===== src/rtl/fifo12_rd_stream_pkg.sv =====
// Shared constants and the skid-buffer entry type for the FIFO read-side drain engine.
package fifo12_rd_stream_pkg;

  localparam int FIFO_DW      = 12;
  localparam int DEF_LINE_LEN = 64;
  localparam int FIFO_RD_LAT  = 1;

  typedef struct packed {
    logic [FIFO_DW-1:0] data;
    logic               first;
    logic               last;
  } entry_t;

endpackage


===== src/rtl/fifo12_rd_stream_if.sv =====
// Framed valid/ready word stream toward the LED scan logic.
interface fifo12_rd_stream_if #(
  parameter int DW = fifo12_rd_stream_pkg::FIFO_DW
);
  logic [DW-1:0] m_data;
  logic          m_valid;
  logic          m_ready;
  logic          m_first;
  logic          m_last;

  modport master (output m_data, output m_valid, output m_first, output m_last, input m_ready);
  modport slave  (input m_data, input m_valid, input m_first, input m_last, output m_ready);
endinterface


===== src/rtl/fifo12_skid2.sv =====
// Two-entry in-order buffer of {data, first, last}; head is entry 0, push and pop may coincide.
module fifo12_skid2
  import fifo12_rd_stream_pkg::*;
(
  input  logic       clk,
  input  logic       rst_n,
  input  logic       push,
  input  logic       pop,
  input  entry_t     din,
  output entry_t     head,
  output logic [1:0] occ
);

  entry_t e0;
  entry_t e1;

  always_ff @(posedge clk) begin
    if (!rst_n) begin
      e0  <= '0;
      e1  <= '0;
      occ <= 2'd0;
    end else begin
      case ({push, pop})
        2'b10: begin
          if (occ == 2'd0) e0 <= din;
          else             e1 <= din;
          occ <= occ + 2'd1;
        end
        2'b01: begin
          e0  <= e1;
          occ <= occ - 2'd1;
        end
        2'b11: begin
          // The popped head is replaced by the older survivor when one exists.
          if (occ == 2'd2) begin
            e0 <= e1;
            e1 <= din;
          end else begin
            e0 <= din;
          end
        end
        default: ;
      endcase
    end
  end

  assign head = e0;

endmodule


===== src/rtl/fifo12_rd_stream.sv =====
// Drains the async FIFO read port into a line-framed valid/ready stream; re at N gives m_valid at N+2.
module fifo12_rd_stream
  import fifo12_rd_stream_pkg::*;
#(
  parameter int DW       = FIFO_DW,
  parameter int LINE_LEN = DEF_LINE_LEN,
  parameter int CW       = 12
) (
  input  logic                 clkr,
  input  logic                 rst_n,
  input  logic                 en,
  input  logic                 fifo_empty,
  input  logic                 fifo_aempty,
  input  logic [DW-1:0]        fifo_do,
  output logic                 fifo_re,
  fifo12_rd_stream_if.master   m,
  output logic [15:0]          line_cnt,
  output logic                 starve
);

  logic          inflight;
  logic          pop;
  logic [1:0]    occ;
  logic [2:0]    committed;
  logic [CW-1:0] idx;
  entry_t        din;
  entry_t        head;
  logic          valid;
  logic          unused_aempty;

  assign unused_aempty = fifo_aempty;

  assign valid = (occ != 2'd0);
  assign pop   = valid & m.m_ready;

  // Slots still spoken for after this cycle: occupancy net of the leaving word plus the word
  // on the FIFO bus. Counting the pop is what lets a ready consumer sustain one word per cycle.
  assign committed = {1'b0, occ} - {2'b00, pop} + {2'b00, inflight};
  assign fifo_re   = rst_n & en & ~fifo_empty & (committed < 3'd2);

  assign din = '{data:  fifo_do,
                 first: (idx == '0),
                 last:  (idx == CW'(LINE_LEN - 1))};

  always_ff @(posedge clkr) begin
    if (!rst_n) begin
      inflight <= 1'b0;
      idx      <= '0;
      line_cnt <= 16'd0;
      starve   <= 1'b0;
    end else begin
      inflight <= fifo_re;
      if (inflight) idx <= (idx == CW'(LINE_LEN - 1)) ? '0 : idx + 1'b1;
      if (pop && head.last) line_cnt <= line_cnt + 16'd1;
      starve <= en & fifo_empty & (occ == 2'd0);
    end
  end

  fifo12_skid2 u_skid (
    .clk   (clkr),
    .rst_n (rst_n),
    .push  (inflight),
    .pop   (pop),
    .din   (din),
    .head  (head),
    .occ   (occ)
  );

  assign m.m_valid = valid;
  assign m.m_data  = head.data;
  assign m.m_first = valid & head.first;
  assign m.m_last  = valid & head.last;

endmodule


===== src/flat_wrapper.sv =====
// flat-port wrapper written by rule: the top's interface ports become plain ports
module fifo12_rd_stream_flat import fifo12_rd_stream_pkg::*;
#(
  parameter int DW       = FIFO_DW,
  parameter int LINE_LEN = DEF_LINE_LEN,
  parameter int CW       = 12
)
  (clkr, rst_n, en, fifo_empty, fifo_aempty, fifo_do, fifo_re, line_cnt, starve, m_m_data, m_m_valid, m_m_first, m_m_last, m_m_ready);
  fifo12_rd_stream_if #(.DW(DW)) m_i ();
  input  logic clkr;
  input  logic rst_n;
  input  logic en;
  input  logic fifo_empty;
  input  logic fifo_aempty;
  input  logic [DW-1:0] fifo_do;
  output logic fifo_re;
  output logic [15:0] line_cnt;
  output logic starve;
  output wire logic [$bits(m_i.m_data)-1:0] m_m_data;
  output wire logic [$bits(m_i.m_valid)-1:0] m_m_valid;
  output wire logic [$bits(m_i.m_first)-1:0] m_m_first;
  output wire logic [$bits(m_i.m_last)-1:0] m_m_last;
  input wire logic [$bits(m_i.m_ready)-1:0] m_m_ready;
  assign m_m_data = m_i.m_data;
  assign m_m_valid = m_i.m_valid;
  assign m_m_first = m_i.m_first;
  assign m_m_last = m_i.m_last;
  assign m_i.m_ready = m_m_ready;
  fifo12_rd_stream #(.DW(DW), .LINE_LEN(LINE_LEN), .CW(CW)) u_core (.clkr(clkr), .rst_n(rst_n), .en(en), .fifo_empty(fifo_empty), .fifo_aempty(fifo_aempty), .fifo_do(fifo_do), .fifo_re(fifo_re), .m(m_i), .line_cnt(line_cnt), .starve(starve));
endmodule

===== config.mk =====
export PLATFORM = sky130hd
export DESIGN_NAME = fifo12_rd_stream_flat
export DESIGN_NICKNAME = d
export VERILOG_FILES = /design/src/rtl/fifo12_rd_stream_pkg.sv /design/src/rtl/fifo12_rd_stream_if.sv /design/src/rtl/fifo12_skid2.sv /design/src/rtl/fifo12_rd_stream.sv /design/src/flat_wrapper.sv
export SDC_FILE = /design/constraint.sdc
export NUM_CORES = 1
export LEC_CHECK = 0
export ABC_AREA = 1
export CORE_ASPECT_RATIO = 1.2
export CORE_UTILIZATION = 50
export DETAILED_ROUTE_END_ITERATION = 8
export PLACE_DENSITY_LB_ADDON = 0.12
export SETUP_SLACK_MARGIN = 0.5
export SLEW_MARGIN = 5
export SYNTH_ARGS = -nofsm -noshare
export SYNTH_HDL_FRONTEND = slang
export SYNTH_HIERARCHICAL = 1
export SYNTH_SLANG_ARGS = --single-unit

===== constraint.sdc =====
create_clock -name clkr -period 2.36 [get_ports clkr]
set_input_delay 0.236 -clock clkr [delete_from_list [all_inputs] [get_ports clkr]]
set_output_delay 0.236 -clock clkr [all_outputs]
set_load 0.1 [all_outputs]

==> metrics.log, run 1 <==
[metrics] Tightest Pin Transition: roughly 0.5 ns
[metrics] via count of the first global-routing pass: approximately 2800
[metrics] Worst Setup Start Kind: flip-flop
[metrics] Vias: 3233
[metrics] Slowest cell on crit path: fa_2
[metrics] ranking of synthesized cells by instance count: nand2_1, nor2_1, dfxtp_1, inv_1, a21oi_1
[metrics] via density per instance: between 5 and 6
[metrics] critical path class: flip-flop to primary output
[metrics] post-detailed-route DRC marker count: 0
[metrics] placeable core area: about 0.0064 sq mm
[metrics] area share of the largest cell type after synthesis: roughly 36%
[metrics] hold buffer count at CTS: 0
[metrics] leading post-synthesis cells by cell area: dfxtp_1, nand2_1, nor2_1
[metrics] WL/cell: between 10 and 15 um
[metrics] buffers and inverters on the worst path: 3
[metrics] most used flip-flop cell after synthesis: dfxtp_1
[metrics] max capacitance violation total: 0
[metrics] ys async rst share: 0%
[metrics] most common cell in the netlist: nand2_1
[metrics] starting density of the core: a little over 50%
[metrics] cell type with the highest aggregate area in the netlist: dfxtp_1
[metrics] Total Routed Length: ~8 mm
[metrics] layout cell share with drive strength beyond 1: around a quarter
[metrics] final weighted congestion of routability-driven global placement: 0.778
[metrics] portion of the post-synthesis area used by sequential elements: 36.2%
[metrics] total power draw: around 0.0033 W
[metrics] mean instance size in the synthesized netlist: just under 7 sq um
[metrics] count of flip-flops with a built-in enable after synthesis: 0
[metrics] gate count after technology mapping: roughly 480
[metrics] CTS sink cnt: 60
[metrics] tightest hold margin: 0.469 ns
[metrics] summed negative setup slack over all endpoints: 0 ns
[metrics] flip-flop and latch count after synthesis: 60
[metrics] total clock buffers created by CTS: 9
[metrics] antenna fix cells: 0
[metrics] clock slew at reported path FFs: 0.07 ns
[metrics] post-detail-place hpwl: around 5 mm
[metrics] initial antenna violation count: 0
[metrics] net count of the mapped netlist: between 500 and 600
[metrics] root buf cell: clkbuf_8
[metrics] final net count: ~570
[metrics] overall routing resource usage: 22.6%
[metrics] number of core rows: 32
[metrics] count of endpoints failing setup in the final report: 0
[metrics] layout-stage area growth over the synthesis result: 29.8%
[metrics] Final Worst Setup Slack: ~0.032 ns
[metrics] pre-CTS setup slack: 0.0717 ns
[metrics] full die area: ~0.007 sq mm
[metrics] highest ir drop seen on vdd: 0.458 mV
[metrics] number of nets with antenna violations after detailed routing: 0
[metrics] final critical-path share of the clock period: 98.6%
[metrics] run status: finished clean
[metrics] crit path DAT: 2.09 ns
[metrics] achievable clock frequency: roughly 0.43 GHz
[metrics] count of cell types in the netlist: 37
[metrics] clock tree from TritonCTS: yes
[metrics] area taken by flip-flops and latches: 0.00121 sq mm
[metrics] Die W: between 70 and 80 um
[metrics] I/O pin cnt: 51
[metrics] Final Skew: 0.0108 ns
[metrics] Hold WC Path Type: primary input to flip-flop
[metrics] Synth Warn #: 6
[metrics] power density relative to cell area: a little under 800 mW/mm^2
[metrics] largest net degree at the start of global routing: 35
[metrics] top cell family by delay on the critical path: adder cells
[metrics] worst endpoint required time: roughly 2.1 ns
[metrics] number of pins exceeding their max-slew limit in the final report: 0
[metrics] CP most frequent cell: nand2_2
[metrics] global-route wire length before repair: 12.6 mm
[metrics] setup repair after global routing missed its margin: true
[metrics] Critical Path Fanout Max: 2
[metrics] violation count after the first detailed-routing iteration: 108
[metrics] overall die height: around 91 um
[metrics] # fillers: 593
[metrics] LEAKAGE: approximately 1.8 nW
[metrics] critical path, cell by cell: inv_4, nand2_8, nand2_2, inv_2, nand2_2, o21ai_2, nand2_2, fa_2, nand2_2, nor3_4, buf_12
[metrics] stage delay of the slowest cell on the critical path: between 0.5 and 0.6 ns
[metrics] CTS HTree Levels: 3
[metrics] number of hold violations in the final report: 0
[metrics] largest buffer count on any clock path: 2
[metrics] number of optimization iterations in the first detailed-route pass: 7
[metrics] total grt overflow: 0
[metrics] combined area of the multi-input logic cells: roughly 0.0019 sq mm
[metrics] latest clock arrival within the worst-skew pair: around 0.35 ns
[metrics] worst slew margin relative to its limit: between 60% and 70%
[metrics] Tmin final: about 2.3 ns
[metrics] Crit. End Element: primary output
[metrics] mapped cell area: 0.00332 sq mm
[metrics] input/output buffers: 49
-- power breakdown --
part | switching (W) | internal [W]
clock network | 0.000412 | 0.000435
logic | 0.000894 | 0.000424
registers | 0.0000570 | 0.00111
-- routing by layer --
metal | vias up | track usage, % | routed length, um
met3 | 9 | 5.03 | 340
met4 | 0 | 10.1 | 138
li1 | 1656 | - | -
met5 | - | 0 | 0
met2 | 79 | 38.1 | 3910
met1 | 1489 | 27.4 | 3580
-- sequential cells by signal, summed over array words and instances (netlist names) --
| register | flops |
|---|---|
| u_core/starve | 1 |
| u_core/u_skid/head | 14 |
| u_core/u_skid/occ | 2 |
| u_core/u_skid/e1 | 14 |
| u_core/line_cnt | 16 |
| u_core/inflight | 1 |
| u_core/idx | 12 |
-- through the flow --
stage	utilization (%)	area (sq um)	cells
floorplan	-	3360	479
global placement	60.5	3870	607
detailed placement	60.5	3870	607
CTS	64.0	4100	627
global route	67.3	4310	632
finish	67.3	4310	632
-- cell families after synthesis --
family | share of synthesized area, %
and+or+nand+nor | 39.8
buffers and inverters | 10.2
DFF | 36.2
AOI/OAI and AO/OA | 10.2
adders and majority gates | 2.86
xor gates and xnor gates | 0.792
-- cell usage in the layout, fill, tap and decap left out, types with 2 or more instances in the layout --
cell / count
a21oi_1: 36
a21oi_2: 9
buf_12: 4
buf_4: 40
buf_6: 5
clkbuf_16: 2
clkbuf_8: 11
clkdlybuf4s50_1: 16
clkinv_2: 4
dfxtp_1: 52
dfxtp_2: 7
ha_1: 3
ha_4: 2
inv_1: 52
inv_2: 5
inv_4: 2
nand2_1: 97
nand2_2: 13
nand2_4: 3
nand2_8: 2
nand3_1: 26
nand3b_1: 28
nand4_1: 6
nor2_1: 65
nor2_2: 14
nor2_4: 4
nor3_1: 7
nor3b_1: 2
nor4_1: 2
o21ai_0: 6
or2_0: 2
xnor2_1: 2
-- worst paths after layout --
check / depth (start not counted) / slack [ns] / start / end
worst max-delay path: 11 / 0.03 / u_core/u_skid/occ[0]$_SDFFE_PN0P_ / fifo_re
worst min-delay path: 3 / 0.47 / fifo_empty / u_core/starve$_SDFF_PN0_
worst max register to register: 12 / 0.54 / u_core/u_skid/occ[0]$_SDFFE_PN0P_ / u_core/u_skid/head[10]$_SDFFE_PN0P_
worst min register to register: 2 / 0.48 / u_core/u_skid/e1[7]$_SDFFE_PN0P_ / u_core/u_skid/e1[7]$_SDFFE_PN0P_
-- final cells by class --
type / count / area share, %
inverter: 60 / 5.37
timing repair buffer: 68 / 15.4
sequential: 60 / 28.2
clock buffer: 12 / 3.60
clock inverter: 4 / 0.552
tap: 85 / 2.47
multi-input combinational: 343 / 44.5
-- worst register-to-register path: stages, from the launching register on --
cell and delay, ns:
dfxtp_2 0.34, inv_4 0.09, nand2_8 0.05, nand2_2 0.05
inv_2 0.04, buf_4 0.12, buf_6 0.12, ha_2 0.22
o21bai_4 0.24, clkbuf_16 0.21, nand3b_1 0.10, nand2_1 0.09
nor2_1 0.05
-- repair_timing --
item | CTS | global route
gates resized for setup | 5 | 31
gates cloned | 0 | 3
setup endpoints to repair | 1 | 30
setup buffers | 4 | 2
endpoints found under the hold margin | 0 | 0
pin swaps | 5 | 9
No activity file was read; power rests on OpenSTA's default activity.
==> run 2: changes to the inputs <==
Settings changed: CTS_CLUSTER_DIAMETER from default to 120, MAX_ROUTING_LAYER from default to met4.
==> run 2 against run 1 <==
Against the previous run:
- sequential cell count is the same
- setup slack gained 0.0044 ns
- sequential power is essentially flat
- combinational power is essentially flat
- highest routed layer unchanged
- final cell count is the same
- largest cell class unchanged
- critical endpoint unchanged
==> metrics.log, run 2 (synthesis results as in run 1) <==
[metrics] setup repair after global routing missed its margin: true
[metrics] total clock buffers created by CTS: 9
[metrics] worst endpoint required time: between 2 and 2.5 ns
[metrics] total grt overflow: 0
[metrics] overall die height: 91.3 um
[metrics] final critical-path share of the clock period: between 90 and 100%
[metrics] via density per instance: just over 5
[metrics] final net count: ~570
[metrics] net switching share of the total power: about 40%
[metrics] highest-count cells in the layout ignoring fill and taps: nand2_1, nor2_1, inv_1, dfxtp_1, buf_4
[metrics] achievable clock frequency: ~0.43 GHz
[metrics] highest ir drop seen on vdd: roughly 0.46 mV
[metrics] final standard cell count with taps included and fillers excluded: between 600 and 700
[metrics] clock slew at reported path FFs: 0.07 ns
[metrics] switching power: ~0.0014 W
[metrics] hold buffer count at CTS: 0
[metrics] number of nets with antenna violations after detailed routing: 0
[metrics] summed negative setup slack over all endpoints: 0 ns
[metrics] input/output buffers: 49
[metrics] number of hold violations in the final report: 0
[metrics] overall routing resource usage: between 20% and 30%
[metrics] Critical Path Fanout Max: 2
[metrics] via count of the first global-routing pass: 2842
[metrics] run status: finished clean
[metrics] portion of total power attributed to combinational logic: 39.5%
[metrics] top register by number of flip-flops: u_core/line_cnt
[metrics] post-detailed-route DRC marker count: 0
[metrics] worst slew margin relative to its limit: roughly two thirds
[metrics] Placed Cells: approximately 610
[metrics] latest clock arrival within the worst-skew pair: about 0.34 ns
[metrics] largest buffer count on any clock path: 2
[metrics] number of core rows: 32
[metrics] root buf cell: clkbuf_8
[metrics] Tmin final: 2.32 ns
[metrics] share of power burned in the clock network: approximately a quarter
[metrics] max reg flops: 16
[metrics] number of optimization iterations in the first detailed-route pass: 4
[metrics] reg2reg start: u_core/u_skid/occ[0]$_SDFFE_PN0P_
[metrics] leading cell type in the layout, fill and taps excluded: nand2_1
[metrics] layout-stage area growth over the synthesis result: 29.5%
[metrics] Final Skew: ~0.0087 ns
[metrics] I/O pin cnt: 51
[metrics] violation count after the first detailed-routing iteration: 123
[metrics] initial antenna violation count: 0
[metrics] max capacitance violation total: 0
[metrics] WL/cell: between 10 and 15 um
[metrics] Vias: around 3200
[metrics] layout cell share with drive strength beyond 1: between 20 and 25%
[metrics] Final Core Density: 67.1%
[metrics] post-detail-place hpwl: ~5 mm
[metrics] antenna fix cells: 0
[metrics] largest net degree at the start of global routing: 35
[metrics] final weighted congestion of routability-driven global placement: roughly 0.8
[metrics] P_int: roughly 0.0020 W
[metrics] Hold WC Path Type: primary input to flip-flop
[metrics] crit path launch: u_core/u_skid/occ[0]$_SDFFE_PN0P_
[metrics] LEAKAGE: approximately 1.8 nW
[metrics] critical path class: flip-flop to primary output
[metrics] Worst Setup Start Kind: flip-flop
[metrics] Hold Path Origin: fifo_empty
[metrics] clock tree from TritonCTS: yes
[metrics] Tightest Pin Transition: 0.506 ns
[metrics] power density relative to cell area: 774 mW/mm^2
[metrics] number of pins exceeding their max-slew limit in the final report: 0
[metrics] starting density of the core: around 52%
[metrics] crit path DAT: around 2.1 ns
[metrics] Die W: 76.4 um
[metrics] portion of total power attributed to sequential cells: roughly a third
[metrics] placeable core area: approximately 0.0064 sq mm
[metrics] CTS HTree Levels: 3
[metrics] full die area: around 0.0070 sq mm
[metrics] CTS sink cnt: 60
[metrics] count of endpoints failing setup in the final report: 0
[metrics] global-route wire length before repair: between 10 and 15 mm
[metrics] Total Routed Length: between 7 and 8 mm
[metrics] Crit. End Element: primary output
run 2: repair_timing:
action | 4_1_cts | 5_1_grt
cloned | 0 | 3
setup buffers | 4 | 2
pin swaps | 5 | 8
gates resized for setup | 5 | 27
endpoints found under the setup margin | 1 | 30
run 2: worst paths after layout:
| check | endpoint | slack [ns] | cells after the start |
|---|---|---|---|
| setup / recovery | fifo_re | 0.04 | 11 |
| hold / removal | u_core/starve$_SDFF_PN0_ | 0.47 | 3 |
| setup reg to reg | u_core/u_skid/head[10]$_SDFFE_PN0P_ | 0.55 | 12 |
| hold reg to reg | u_core/u_skid/e1[5]$_SDFFE_PN0P_ | 0.48 | 2 |
run 2: worst max-delay path, stage by stage (launching register included):
cell	delay, ns
dfxtp_2	0.35
inv_4	0.06
nand2_8	0.05
nand2_2	0.04
inv_2	0.06
nand2_2	0.05
o21ai_2	0.06
nand2_2	0.07
fa_2	0.52
nand2_2	0.07
nor3_4	0.21
buf_12	0.20
run 2: layer usage:
metal	track usage, %	up-vias	share of wire, %
met3	5.03	6	5.2
li1	-	1654	-
met2	38.1	86	50
met5	-	-	0
met4	10.1	0	1.0
met1	27.5	1471	44
run 2: final cells by class:
| cell class | count | area, sq um |
|---|---|---|
| Inverter | 60 | 231 |
| Tap cell | 85 | 106 |
| Clock buffer | 12 | 155 |
| Timing Repair Buffer | 68 | 662 |
| Sequential cell | 60 | 1210 |
| Multi-Input combinational cell | 343 | 1910 |
| Clock inverter | 4 | 23.8 |
| Fill cell | 597 | 2110 |
run 2: power groups by stage:
stage / Sequential, W / Combinational, W / Clock, W
global route: 0.00118 / 0.00140 / 0.000917
floorplan: 0.00155 / 0.000540 / 0
CTS: 0.00117 / 0.00118 / 0.000861
global placement: 0.00120 / 0.00113 / 0
finish: 0.00117 / 0.00131 / 0.000843
detailed placement: 0.00120 / 0.00114 / 0
run 2: stage by stage:
step           hold slack (ns)  power [W]  instance area [sq um]  setup slack (ns)
5_1_grt                  0.475    0.00350                   4300           -0.0701
3_5_place_dp             0.468    0.00234                   3870            0.0717
3_3_place_gp             0.460    0.00233                   3870            0.0840
4_1_cts                  0.463    0.00321                   4100            0.0551
2_1_floorplan            0.398    0.00209                   3360            -0.190
6_report                 0.473    0.00333                   4300            0.0364
